<file path="config.mk">
export PLATFORM = sky130hd
export DESIGN_NAME = genius
export DESIGN_NICKNAME = d
export VERILOG_FILES = /design/src/rtl/genius_pkg.sv /design/src/rtl/seg7_dec.sv /design/src/rtl/genius.sv
export SDC_FILE = /design/constraint.sdc
export NUM_CORES = 1
export LEC_CHECK = 0
export ABC_AREA = 1
export CAP_MARGIN = 40
export CORE_UTILIZATION = 35
export CTS_BUF_LIST = sky130_fd_sc_hd__clkbuf_8
export CTS_CLUSTER_DIAMETER = 100
export DETAILED_ROUTE_END_ITERATION = 7
export PLACE_DENSITY = 0.56
export SETUP_SLACK_MARGIN = 0.2
export SLEW_MARGIN = 10
export SYNTH_ARGS = -nofsm -noshare
export SYNTH_HDL_FRONTEND = slang
export SYNTH_HIERARCHICAL = 1
export SYNTH_SLANG_ARGS = --single-unit
export TNS_END_PERCENT = 1
</file>
<file path="constraint.sdc">
create_clock -name clock -period 7.5 [get_ports clock]
set_input_delay 1.875 -clock clock [delete_from_list [all_inputs] [get_ports clock]]
set_output_delay 1.875 -clock clock [all_outputs]
set_load 0.01 [all_outputs]
</file>
<file path="src/rtl/genius_pkg.sv">
// rtl/genius_pkg.sv - shared states, constants and helpers for the genius memory game
package genius_pkg;

    localparam int MAX_LEN = 16;
    localparam logic [7:0] LFSR_SEED = 8'hA5;

    typedef enum logic [2:0] {
        ST_IDLE,
        ST_ADD,
        ST_SHOW_ON,
        ST_SHOW_OFF,
        ST_INPUT,
        ST_WIN,
        ST_LOSE
    } state_t;

    // Active-low segment patterns, bit6..0 = g..a
    localparam logic [6:0] SEG_0     = 7'b1000000;
    localparam logic [6:0] SEG_1     = 7'b1111001;
    localparam logic [6:0] SEG_2     = 7'b0100100;
    localparam logic [6:0] SEG_3     = 7'b0110000;
    localparam logic [6:0] SEG_4     = 7'b0011001;
    localparam logic [6:0] SEG_5     = 7'b0010010;
    localparam logic [6:0] SEG_6     = 7'b0000010;
    localparam logic [6:0] SEG_7     = 7'b1111000;
    localparam logic [6:0] SEG_8     = 7'b0000000;
    localparam logic [6:0] SEG_9     = 7'b0010000;
    localparam logic [6:0] SEG_BLANK = 7'b1111111;

    // Fibonacci LFSR, taps 8,6,5,4
    function automatic logic [7:0] lfsr_step(input logic [7:0] v);
        return {v[6:0], v[7] ^ v[5] ^ v[4] ^ v[3]};
    endfunction

    // Only three colours exist, so the fourth code folds onto colour 0
    function automatic logic [1:0] lfsr_symbol(input logic [7:0] v);
        return (v[1:0] == 2'd3) ? 2'd0 : v[1:0];
    endfunction

    // Split a 5-bit value into decimal tens (upper nibble) and units (lower nibble)
    function automatic logic [7:0] to_bcd2(input logic [4:0] v);
        logic [4:0] r;
        logic [3:0] t;
        t = 4'd0;
        r = v;
        if (r >= 5'd10) begin t = 4'd1; r = r - 5'd10; end
        if (r >= 5'd10) begin t = 4'd2; r = r - 5'd10; end
        if (r >= 5'd10) begin t = 4'd3; r = r - 5'd10; end
        return {t, 4'(r)};
    endfunction

endpackage

</file>
<file path="src/rtl/seg7_dec.sv">
// rtl/seg7_dec.sv - decimal digit to active-low seven-segment pattern
module seg7_dec
    import genius_pkg::*;
(
    input  logic [3:0] digit,
    output logic [6:0] seg
);

    // Digits above 9 blank the display
    always_comb begin
        case (digit)
            4'd0:    seg = SEG_0;
            4'd1:    seg = SEG_1;
            4'd2:    seg = SEG_2;
            4'd3:    seg = SEG_3;
            4'd4:    seg = SEG_4;
            4'd5:    seg = SEG_5;
            4'd6:    seg = SEG_6;
            4'd7:    seg = SEG_7;
            4'd8:    seg = SEG_8;
            4'd9:    seg = SEG_9;
            default: seg = SEG_BLANK;
        endcase
    end

endmodule

</file>
<file path="src/rtl/genius.sv">
// rtl/genius.sv - three-colour sequence memory game with level and best-score display
module genius
    import genius_pkg::*;
#(
    parameter int unsigned SHOW_CYCLES    = 25_000_000,
    parameter int unsigned TIMEOUT_CYCLES = 250_000_000
) (
    input  logic       clock,
    input  logic       reset,
    input  logic       start,
    input  logic [2:0] btn,
    input  logic [9:2] sw,
    output logic [6:0] segd0,
    output logic [6:0] segd1,
    output logic [6:0] segd2,
    output logic [6:0] segd3,
    output logic [9:0] leds
);

    state_t      state, state_n;
    logic [4:0]  level, level_n;
    logic [4:0]  best, best_n;
    logic [3:0]  idx, idx_n;
    logic [31:0] show_cnt, show_n;
    logic [31:0] tmo_cnt, tmo_n;
    logic [7:0]  lfsr;
    logic [1:0]  mem [MAX_LEN];

    logic        start_s1, start_s2;
    logic [2:0]  btn_s1, btn_s2;
    logic        start_edge;
    logic [2:0]  btn_edge;

    logic        mem_we, load_seed;
    logic [1:0]  cur_sym;
    logic        press_ok, idx_more;
    logic [4:0]  lose_score;
    logic [2:0]  lamps_n;

    logic [7:0]  level_bcd, best_bcd;
    logic [6:0]  seg_lu, seg_lt, seg_bu, seg_bt;

    assign start_edge = start_s1 & ~start_s2;
    assign btn_edge   = btn_s1 & ~btn_s2;
    assign cur_sym    = mem[idx];
    // A single edge on the expected colour; any other edge pattern is a mistake
    assign press_ok   = (btn_edge == (3'b001 << cur_sym));
    assign idx_more   = (({1'b0, idx} + 5'd1) < level);
    assign lose_score = level - 5'd1;

    // Synchronise the player inputs so only clean one-cycle edges reach the FSM
    always_ff @(posedge clock) begin
        if (reset) begin
            start_s1 <= 1'b0;
            start_s2 <= 1'b0;
            btn_s1   <= 3'b000;
            btn_s2   <= 3'b000;
        end else begin
            start_s1 <= start;
            start_s2 <= start_s1;
            btn_s1   <= btn;
            btn_s2   <= btn_s1;
        end
    end

    // Free-running LFSR, reseeded when a game actually begins
    always_ff @(posedge clock) begin
        if (reset) begin
            lfsr <= LFSR_SEED;
        end else if (load_seed) begin
            lfsr <= (sw == 8'h00) ? LFSR_SEED : sw;
        end else begin
            lfsr <= lfsr_step(lfsr);
        end
    end

    // Sequence memory append; contents are don't-care until written
    always_ff @(posedge clock) begin
        if (mem_we) begin
            mem[level[3:0]] <= lfsr_symbol(lfsr);
        end
    end

    // Game state and counters
    always_ff @(posedge clock) begin
        if (reset) begin
            state    <= ST_IDLE;
            level    <= 5'd0;
            best     <= 5'd0;
            idx      <= 4'd0;
            show_cnt <= 32'd0;
            tmo_cnt  <= 32'd0;
        end else begin
            state    <= state_n;
            level    <= level_n;
            best     <= best_n;
            idx      <= idx_n;
            show_cnt <= show_n;
            tmo_cnt  <= tmo_n;
        end
    end

    // Next-state logic: start edges only count while no game is running
    always_comb begin
        state_n   = state;
        level_n   = level;
        best_n    = best;
        idx_n     = idx;
        show_n    = show_cnt;
        tmo_n     = tmo_cnt;
        mem_we    = 1'b0;
        load_seed = 1'b0;
        case (state)
            ST_IDLE, ST_WIN, ST_LOSE: begin
                if (start_edge) begin
                    level_n   = 5'd0;
                    idx_n     = 4'd0;
                    show_n    = 32'd0;
                    tmo_n     = 32'd0;
                    load_seed = 1'b1;
                    state_n   = ST_ADD;
                end
            end
            ST_ADD: begin
                mem_we  = 1'b1;
                level_n = level + 5'd1;
                idx_n   = 4'd0;
                show_n  = 32'd0;
                state_n = ST_SHOW_ON;
            end
            ST_SHOW_ON: begin
                if (show_cnt == SHOW_CYCLES - 1) begin
                    show_n  = 32'd0;
                    state_n = ST_SHOW_OFF;
                end else begin
                    show_n = show_cnt + 32'd1;
                end
            end
            ST_SHOW_OFF: begin
                if (show_cnt == SHOW_CYCLES - 1) begin
                    show_n = 32'd0;
                    if (idx_more) begin
                        idx_n   = idx + 4'd1;
                        state_n = ST_SHOW_ON;
                    end else begin
                        idx_n   = 4'd0;
                        tmo_n   = 32'd0;
                        state_n = ST_INPUT;
                    end
                end else begin
                    show_n = show_cnt + 32'd1;
                end
            end
            ST_INPUT: begin
                if (btn_edge != 3'b000) begin
                    if (press_ok) begin
                        if (idx_more) begin
                            idx_n = idx + 4'd1;
                            tmo_n = 32'd0;
                        end else if (level == 5'(MAX_LEN)) begin
                            state_n = ST_WIN;
                            if (5'(MAX_LEN) > best) best_n = 5'(MAX_LEN);
                        end else begin
                            state_n = ST_ADD;
                        end
                    end else begin
                        state_n = ST_LOSE;
                        if (lose_score > best) best_n = lose_score;
                    end
                end else if (tmo_cnt == TIMEOUT_CYCLES - 1) begin
                    state_n = ST_LOSE;
                    if (lose_score > best) best_n = lose_score;
                end else begin
                    tmo_n = tmo_cnt + 32'd1;
                end
            end
            default: state_n = ST_IDLE;
        endcase
    end

    // Colour lamps: replayed symbol while showing, live buttons while the player answers
    always_comb begin
        lamps_n = 3'b000;
        case (state)
            ST_SHOW_ON: lamps_n = 3'b001 << cur_sym;
            ST_INPUT:   lamps_n = btn_s1;
            default:    lamps_n = 3'b000;
        endcase
    end

    assign level_bcd = to_bcd2(level);
    assign best_bcd  = to_bcd2(best);

    seg7_dec u_seg_lu (.digit(level_bcd[3:0]), .seg(seg_lu));
    seg7_dec u_seg_lt (.digit(level_bcd[7:4]), .seg(seg_lt));
    seg7_dec u_seg_bu (.digit(best_bcd[3:0]),  .seg(seg_bu));
    seg7_dec u_seg_bt (.digit(best_bcd[7:4]),  .seg(seg_bt));

    // Registered outputs, one cycle behind the state they describe
    always_ff @(posedge clock) begin
        if (reset) begin
            leds  <= 10'b0;
            segd0 <= SEG_0;
            segd1 <= SEG_0;
            segd2 <= SEG_0;
            segd3 <= SEG_0;
        end else begin
            leds  <= {state == ST_LOSE,
                      state == ST_WIN,
                      (state == ST_ADD) || (state == ST_SHOW_ON) ||
                      (state == ST_SHOW_OFF) || (state == ST_INPUT),
                      4'b0000,
                      lamps_n};
            segd0 <= seg_lu;
            segd1 <= seg_lt;
            segd2 <= seg_bu;
            segd3 <= seg_bt;
        end
    end

endmodule

</file>
==> flow_summary.yaml, run 1 <==
yosys:
  yosys_warnings: 6
  synth-seq-area-share_pct: 38.8
  synthFlopType: "dfxtp_1"
  synthCells: 1321
  syn_area_sq_um: 9430
  synthArstFlopShare_pct: 0
  synth-seq-cells: 167
  syn_avg_cell_area_sq_um: 7.14
  synth_enable_flop_cells: 32
  ys_types: 49
sta:
  period_share_pct: 53.9
  slew_violations: 0
  max_freq_mhz: 248
  final_hold_viol_count: 0
  maxSlewHeadroom_pct: 44.2
  fin_crit_ns: 4.04
  tightestPinTransition_ns: 0.828
  rsz0062_at_grt: "false"
  final.setup.tns_ns: 0
  skew_ns: 0.0122
  setup_violations: 0
clocking:
  numCtsBuffers: 17
  post_cts_resize_count: 0
  cts_hold_buf: 0
  postCtsSetupBuffers: 0
  cts_tree: "built"
  clk_latency_ns: 0.45
  cts_buffer_depth: 2
  htreeDepth: 4
  cts_root_buf: "clkbuf_8"
  clk_pin_slew_ns: 0.09
  cts.sinks: 167
layout:
  drive_gt1_share_pct: 6.93
  final_util_pct: 40.6
  fin_nets: 1446
  fillers: 2702
  antennaDiodeCount: 0
  stdcell_area_sq_um: 10700
  syn_to_final_growth_pct: 13.2
worst_setup_path:
  arrival_ns: 4.38
  reg2reg_depth: 19
  crit_path_end: "segd0[6]"
  r2r_setup_slack_ns: 3.46
  required_ns: 7.84
  crit_path_max_fanout: 9
  path_class: "flop to flop"
  cp-startpoint: "level[1]"
  worstSetupEndpointType: "flop"
  r2r-end: "segd0[6]"
  start_kind: "flop"
  reg2reg_from: "level[1]"
global_route:
  grt_max_degree: 74
  overflow: 0
  grt_util_met3_pct: 3.36
  grt_usage_pct: 15.9
  grt_pass1_vias: 7514
  grt_pass1_wl_um: 36000
  grt_util_met1_pct: 21.0
  antenna_found_initial: 0
  grt_util_met2_pct: 26.2
  gr-max-usage-layer: "met2"
die:
  start_util_pct: 35.9
  rows: 59
  core_sq_um: 26300
  dieArea_sq_um: 27600
  io-pin-count: 52
  die_x_um: 166
  die_h_um: 166
drt:
  ant_nets: 0
  dr.pass1.iters: 7
  viasPerCell: 4.71
  first_iter_violations: 481
  routed_wl_um: 21300
  via_count: 8174
  drc: 3
  wl_per_cell_um: 12.3
status:
  violations: "DRC"
  status: "complete, but fails checks"
run:
  maxCapViolCount: 0
place:
  place_area_sq_um: 10300
  port_buffers: 47
  place_hpwl_um: 15700
  gp_congestion: 0.834
worst_hold_path:
  hp-class: "flop to flop"
power:
  p_per_area_nw_per_um2: 260
  ir_drop_uv: 112
  leakage_nw: 4.42
-- kinds of logic (layout without fill, tap and decap cells) --
kind of cell / after synthesis / in the layout / share of synthesized area [%]
AOI/OAI and AO/OA: 146 / 146 / 8.67
xor gates and xnor gates: 37 / 37 / 3.44
adders and majority gates: 46 / 46 / 6.10
buffers and inverters: 231 / 284 / 10.2
DFF: 167 / 167 / 38.8
other: 1 / 26 / 0.0397
and+or+nand+nor: 693 / 693 / 32.7
-- power by group --
part	leakage (nW)	internal (mW)	switching [mW]	total (mW)
Clock	0.227	0.360	0.340	0.700
Sequential	1.39	1.01	0.0897	1.10
Combinational	2.80	0.324	0.654	0.978
-- flip-flops by register name (all words and copies together) (netlist names), 4 cells and up, named ones only --
signal,cells
best,5
idx,4
leds,6
level,5
lfsr,8
mem,32
segd0,7
segd1,7
segd2,7
segd3,7
show_cnt,32
tmo_cnt,32
-- through the flow --
stage,hold slack (ns),cells,power (mW),worst slack (ns)
2_1_floorplan,0.418,1346,1.88,3.86
5_1_grt,0.488,1734,2.99,2.99
6_report,0.454,1734,2.78,3.46
3_3_place_gp,0.428,1698,2.08,3.47
3_5_place_dp,0.431,1702,2.10,3.49
4_1_cts,0.459,1734,2.81,3.47
-- cell usage after synthesis (3+ instances only) --
library cell | instances | area share (%)
a211oi_1 | 6 | 0.48
a21oi_1 | 73 | 3.9
buf_4 | 4 | 0.32
buf_6 | 8 | 0.95
clkbuf_1 | 18 | 0.72
clkinv_1 | 6 | 0.24
dfxtp_1 | 135 | 29
edfxtp_1 | 32 | 10
ha_1 | 46 | 6.1
inv_1 | 181 | 7.2
inv_2 | 10 | 0.40
nand2_1 | 287 | 11
nand2_2 | 12 | 0.80
nand3_1 | 91 | 4.8
nand4_1 | 30 | 2.0
nor2_1 | 172 | 6.8
nor2_2 | 7 | 0.46
nor3_1 | 46 | 2.4
nor4_1 | 16 | 1.1
o211ai_1 | 6 | 0.48
o21ai_0 | 44 | 2.3
o21ai_1 | 3 | 0.16
o21ai_2 | 7 | 0.65
or2_2 | 13 | 0.86
xnor2_1 | 12 | 1.1
xor2_1 | 25 | 2.3
-- layout by cell type (no fill, tap or decap), drive strengths merged, types with 2 or more instances in the layout --
master and instances:
nand4 31, ha 46, a211oi 6, nor3 49, buf 8, or2 15
clkinv 11, nor4 17, nor2 181, o211ai 6, nand3 93, o21ai 55
nand3b 2, nor3b 2, xnor2 12, dfxtp 135, nand2 300, conb 26
inv 198, clkbuf 17, clkdlybuf4s50 46, and3 2, a21oi 73, o22ai 2
edfxtp 32, xor2 25, bufinv 4
-- routing by layer --
layer	wire (um)	vias up
li1	-	4348
met1	10600	3695
met2	9800	117
met3	755	14
met4	208	0
met5	0	-
-- final cells by class --
class	count	area [sq um]	share of cell area (%)
timing repair buffer	54	529	4.96
clock inverter	15	188	1.76
inverter	198	748	7.01
sequential	167	3660	34.3
clock buffer	17	234	2.19
tap	335	419	3.92
multi-input combinational	948	4900	45.9
-- worst min-delay path by stage --
stage / from / to / slack, ns / cells after the start
floorplan: lfsr[6] / lfsr[7] / 0.42 / 2
global placement: lfsr[6] / lfsr[7] / 0.43 / 2
detailed placement: lfsr[6] / lfsr[7] / 0.43 / 2
CTS: btn_s1[1] / btn_s2[1] / 0.46 / 2
global route: btn_s1[1] / btn_s2[1] / 0.49 / 2
finish: btn_s1[1] / btn_s2[1] / 0.45 / 2
-- worst max-delay path, cell delays in order, from the launching register on --
cell	delay, ns
dfxtp_1	0.43
inv_1	0.21
ha_1	0.28
inv_1	0.08
a21oi_1	0.06
o21ai_2	0.20
xor2_1	0.30
nand2_1	0.15
nand2_2	0.13
nand2_1	0.12
xor2_1	0.27
ha_1	0.25
o22ai_1	0.09
inv_1	0.07
nand2_2	0.07
o21ai_0	0.66
o21ai_0	0.15
nand2_1	0.09
nand2_1	0.04
or2_2	0.26
(Power assumes the default switching activity.)
==> run 2: changes to the inputs <==
--- a/config.mk
+++ b/config.mk
@@ -11,7 +11,7 @@
 export CTS_BUF_LIST = sky130_fd_sc_hd__clkbuf_8
 export CTS_CLUSTER_DIAMETER = 100
 export DETAILED_ROUTE_END_ITERATION = 7
-export PLACE_DENSITY = 0.56
+export PLACE_DENSITY = 0.58
 export SETUP_SLACK_MARGIN = 0.2
 export SLEW_MARGIN = 10
 export SYNTH_ARGS = -nofsm -noshare
==> constraint.sdc (replaced) <==
create_clock -name clock -period 3.4 [get_ports clock]
set_input_delay 0.85 -clock clock [delete_from_list [all_inputs] [get_ports clock]]
set_output_delay 0.85 -clock clock [all_outputs]
set_load 0.01 [all_outputs]
==> run 2 against run 1 <==
  * The run still ends with DRC left
  * Critical path depth is 3 higher
  * Maximum frequency up 29%
  * Setup slack lost 3.2 ns
  * Flip-flop and latch count unchanged
  * Clock power increased by 100%
  * Global-route usage increased by 0.55 points
  * Sequential power increased by 120%
  * Register-to-register slack worse by 3.2 ns
  * Core utilization grew 2.2 points
  * Combinational power increased by 140%
  * Count of clock-buffer cells in the layout is the same
==> flow_summary.yaml, run 2 (synthesized netlist as in run 1, its figures left out) <==
layout:
  antennaDiodeCount: 0
  fin_nets: 1484
  layout.cells.most_common: "nand2_1"
  drive_gt1_share_pct: 13.6
  final_cell_mix: "277 x nand2_1, 170 x nor2_1, 168 x inv_1"
  fillers: 2702
  syn_to_final_growth_pct: 19.4
  final_util_pct: 42.9
worst_hold_path:
  hold_end: "lfsr[7]"
  hp-class: "flop to flop"
  holdPathStages: 2
  hp-start: "lfsr[6]"
die:
  die_h_um: 166
  io-pin-count: 52
  start_util_pct: 35.9
  die_x_um: 166
  rows: 59
  core_sq_um: 26300
  dieArea_sq_um: 27600
worst_setup_path:
  required_ns: 3.76
  arrival_ns: 3.48
  crit_path_max_fanout: 8
  reg2reg_depth: 22
  worstSetupEndpointType: "flop"
  start_kind: "flop"
  r2r_setup_slack_ns: 0.27
  reg2reg_from: "best[2]"
  r2r-end: "segd2[6]"
  path_class: "flop to flop"
run:
  maxCapViolCount: 0
clocking:
  cts_hold_buf: 0
  htreeDepth: 4
  cts_root_buf: "clkbuf_8"
  numCtsBuffers: 17
  clk_latency_ns: 0.47
  clk_pin_slew_ns: 0.11
  cts_buffer_depth: 2
  cts_tree: "built"
  cts.sinks: 167
sta:
  maxSlewHeadroom_pct: 51.8
  final_hold_viol_count: 0
  setup_ws_ns: 0.275
  timing.hold.ws_ns: 0.460
  fin_crit_ns: 3.13
  final.setup.tns_ns: 0
  rsz0062_at_grt: "true"
  skew_ns: 0.0181
  setup_violations: 0
  max_freq_mhz: 320
  period_share_pct: 91.9
  tightestPinTransition_ns: 0.720
  slew_violations: 0
global_route:
  grt_util_met1_pct: 22.8
  overflow: 0
  grt_pass1_vias: 7625
  grt_util_met3_pct: 2.69
  grt_max_degree: 63
  grt_usage_pct: 16.4
  grt_pass1_wl_um: 37000
  grt_util_met2_pct: 26.1
  gr-max-usage-layer: "met2"
  antenna_found_initial: 0
drt:
  wl_per_cell_um: 12.5
  drc: 7
  dr.pass1.iters: 8
  routed_wl_um: 22100
  ant_nets: 0
  first_iter_violations: 499
  via_count: 8325
  viasPerCell: 4.70
status:
  violations: "DRC"
  status: "complete, but fails checks"
power:
  leakage_nw: 4.66
  p_per_area_nw_per_um2: 547
  ir_drop_uv: 251
place:
  place_hpwl_um: 16000
  port_buffers: 47
  gp_congestion: 0.862
  post-place-ws_ns: 0.0323
run 2: layer usage:
| metal | share of wire (%) | routed length [um] |
|---|---|---|
| met2 | 44 | 9830 |
| met3 | 3.7 | 817 |
| met4 | 1.1 | 242 |
| met1 | 51 | 11200 |
| met5 | 0 | 0 |
run 2: layout make-up:
cell class | instances | area (sq um) | share of cell area, %
flip-flops and latches | 167 | 3670 | 32.6
clock inverters | 15 | 158 | 1.40
inverters | 198 | 763 | 6.78
well taps | 335 | 419 | 3.72
clock buffers | 17 | 234 | 2.08
multi-input cells | 948 | 5220 | 46.3
repair buffers | 92 | 803 | 7.13
run 2: metrics by stage:
stage	total power [mW]	std cells	instance area (sq um)
detailed placement	4.75	1724	10600
floorplan	4.20	1346	9700
CTS	6.20	1761	11100
global route	6.65	1772	11300
global placement	4.72	1722	10600
finish	6.16	1772	11300
run 2: power by group:
group	total [mW]	switching (mW)	internal [mW]
sequential	2.39	0.151	2.24
combinational	2.35	1.53	0.829
clock	1.42	0.869	0.548
total	6.16	2.55	3.62
run 2: worst max-delay path, stage by stage, from the launching register on:
cell	delay [ns]
dfxtp_2	0.36
inv_2	0.06
ha_4	0.15
or2_1	0.22
nand3_2	0.10
inv_2	0.08
nand2_2	0.08
o21ai_4	0.06
o21bai_2	0.16
nand2_2	0.13
nand2_2	0.11
xnor2_2	0.12
inv_1	0.06
ha_2	0.19
o21ai_1	0.12
inv_1	0.08
nand2_4	0.12
inv_6	0.06
o21ai_4	0.29
o21ai_1	0.10
nand2_1	0.06
nand2_1	0.04
or2_2	0.26
run 2: how the worst max path moves through the flow:
stage / slack [ns] / cells after the start / start / to
2_1_floorplan: 0.15 / 23 / level[2] / segd0[3]
3_3_place_gp: 0.10 / 24 / best[2] / segd3[5]
3_5_place_dp: 0.03 / 24 / best[2] / segd3[5]
4_1_cts: 0.16 / 23 / best[2] / segd2[3]
5_1_grt: 0.05 / 25 / level[1] / segd0[3]
6_report: 0.27 / 22 / best[2] / segd2[6]
run 2: what timing repair did:
item | 4_1_cts | 5_1_grt
pin swaps | 6 | 25
resized for setup | 17 | 35
endpoints found under the setup margin | 21 | 26
buffers inserted | 5 | 11
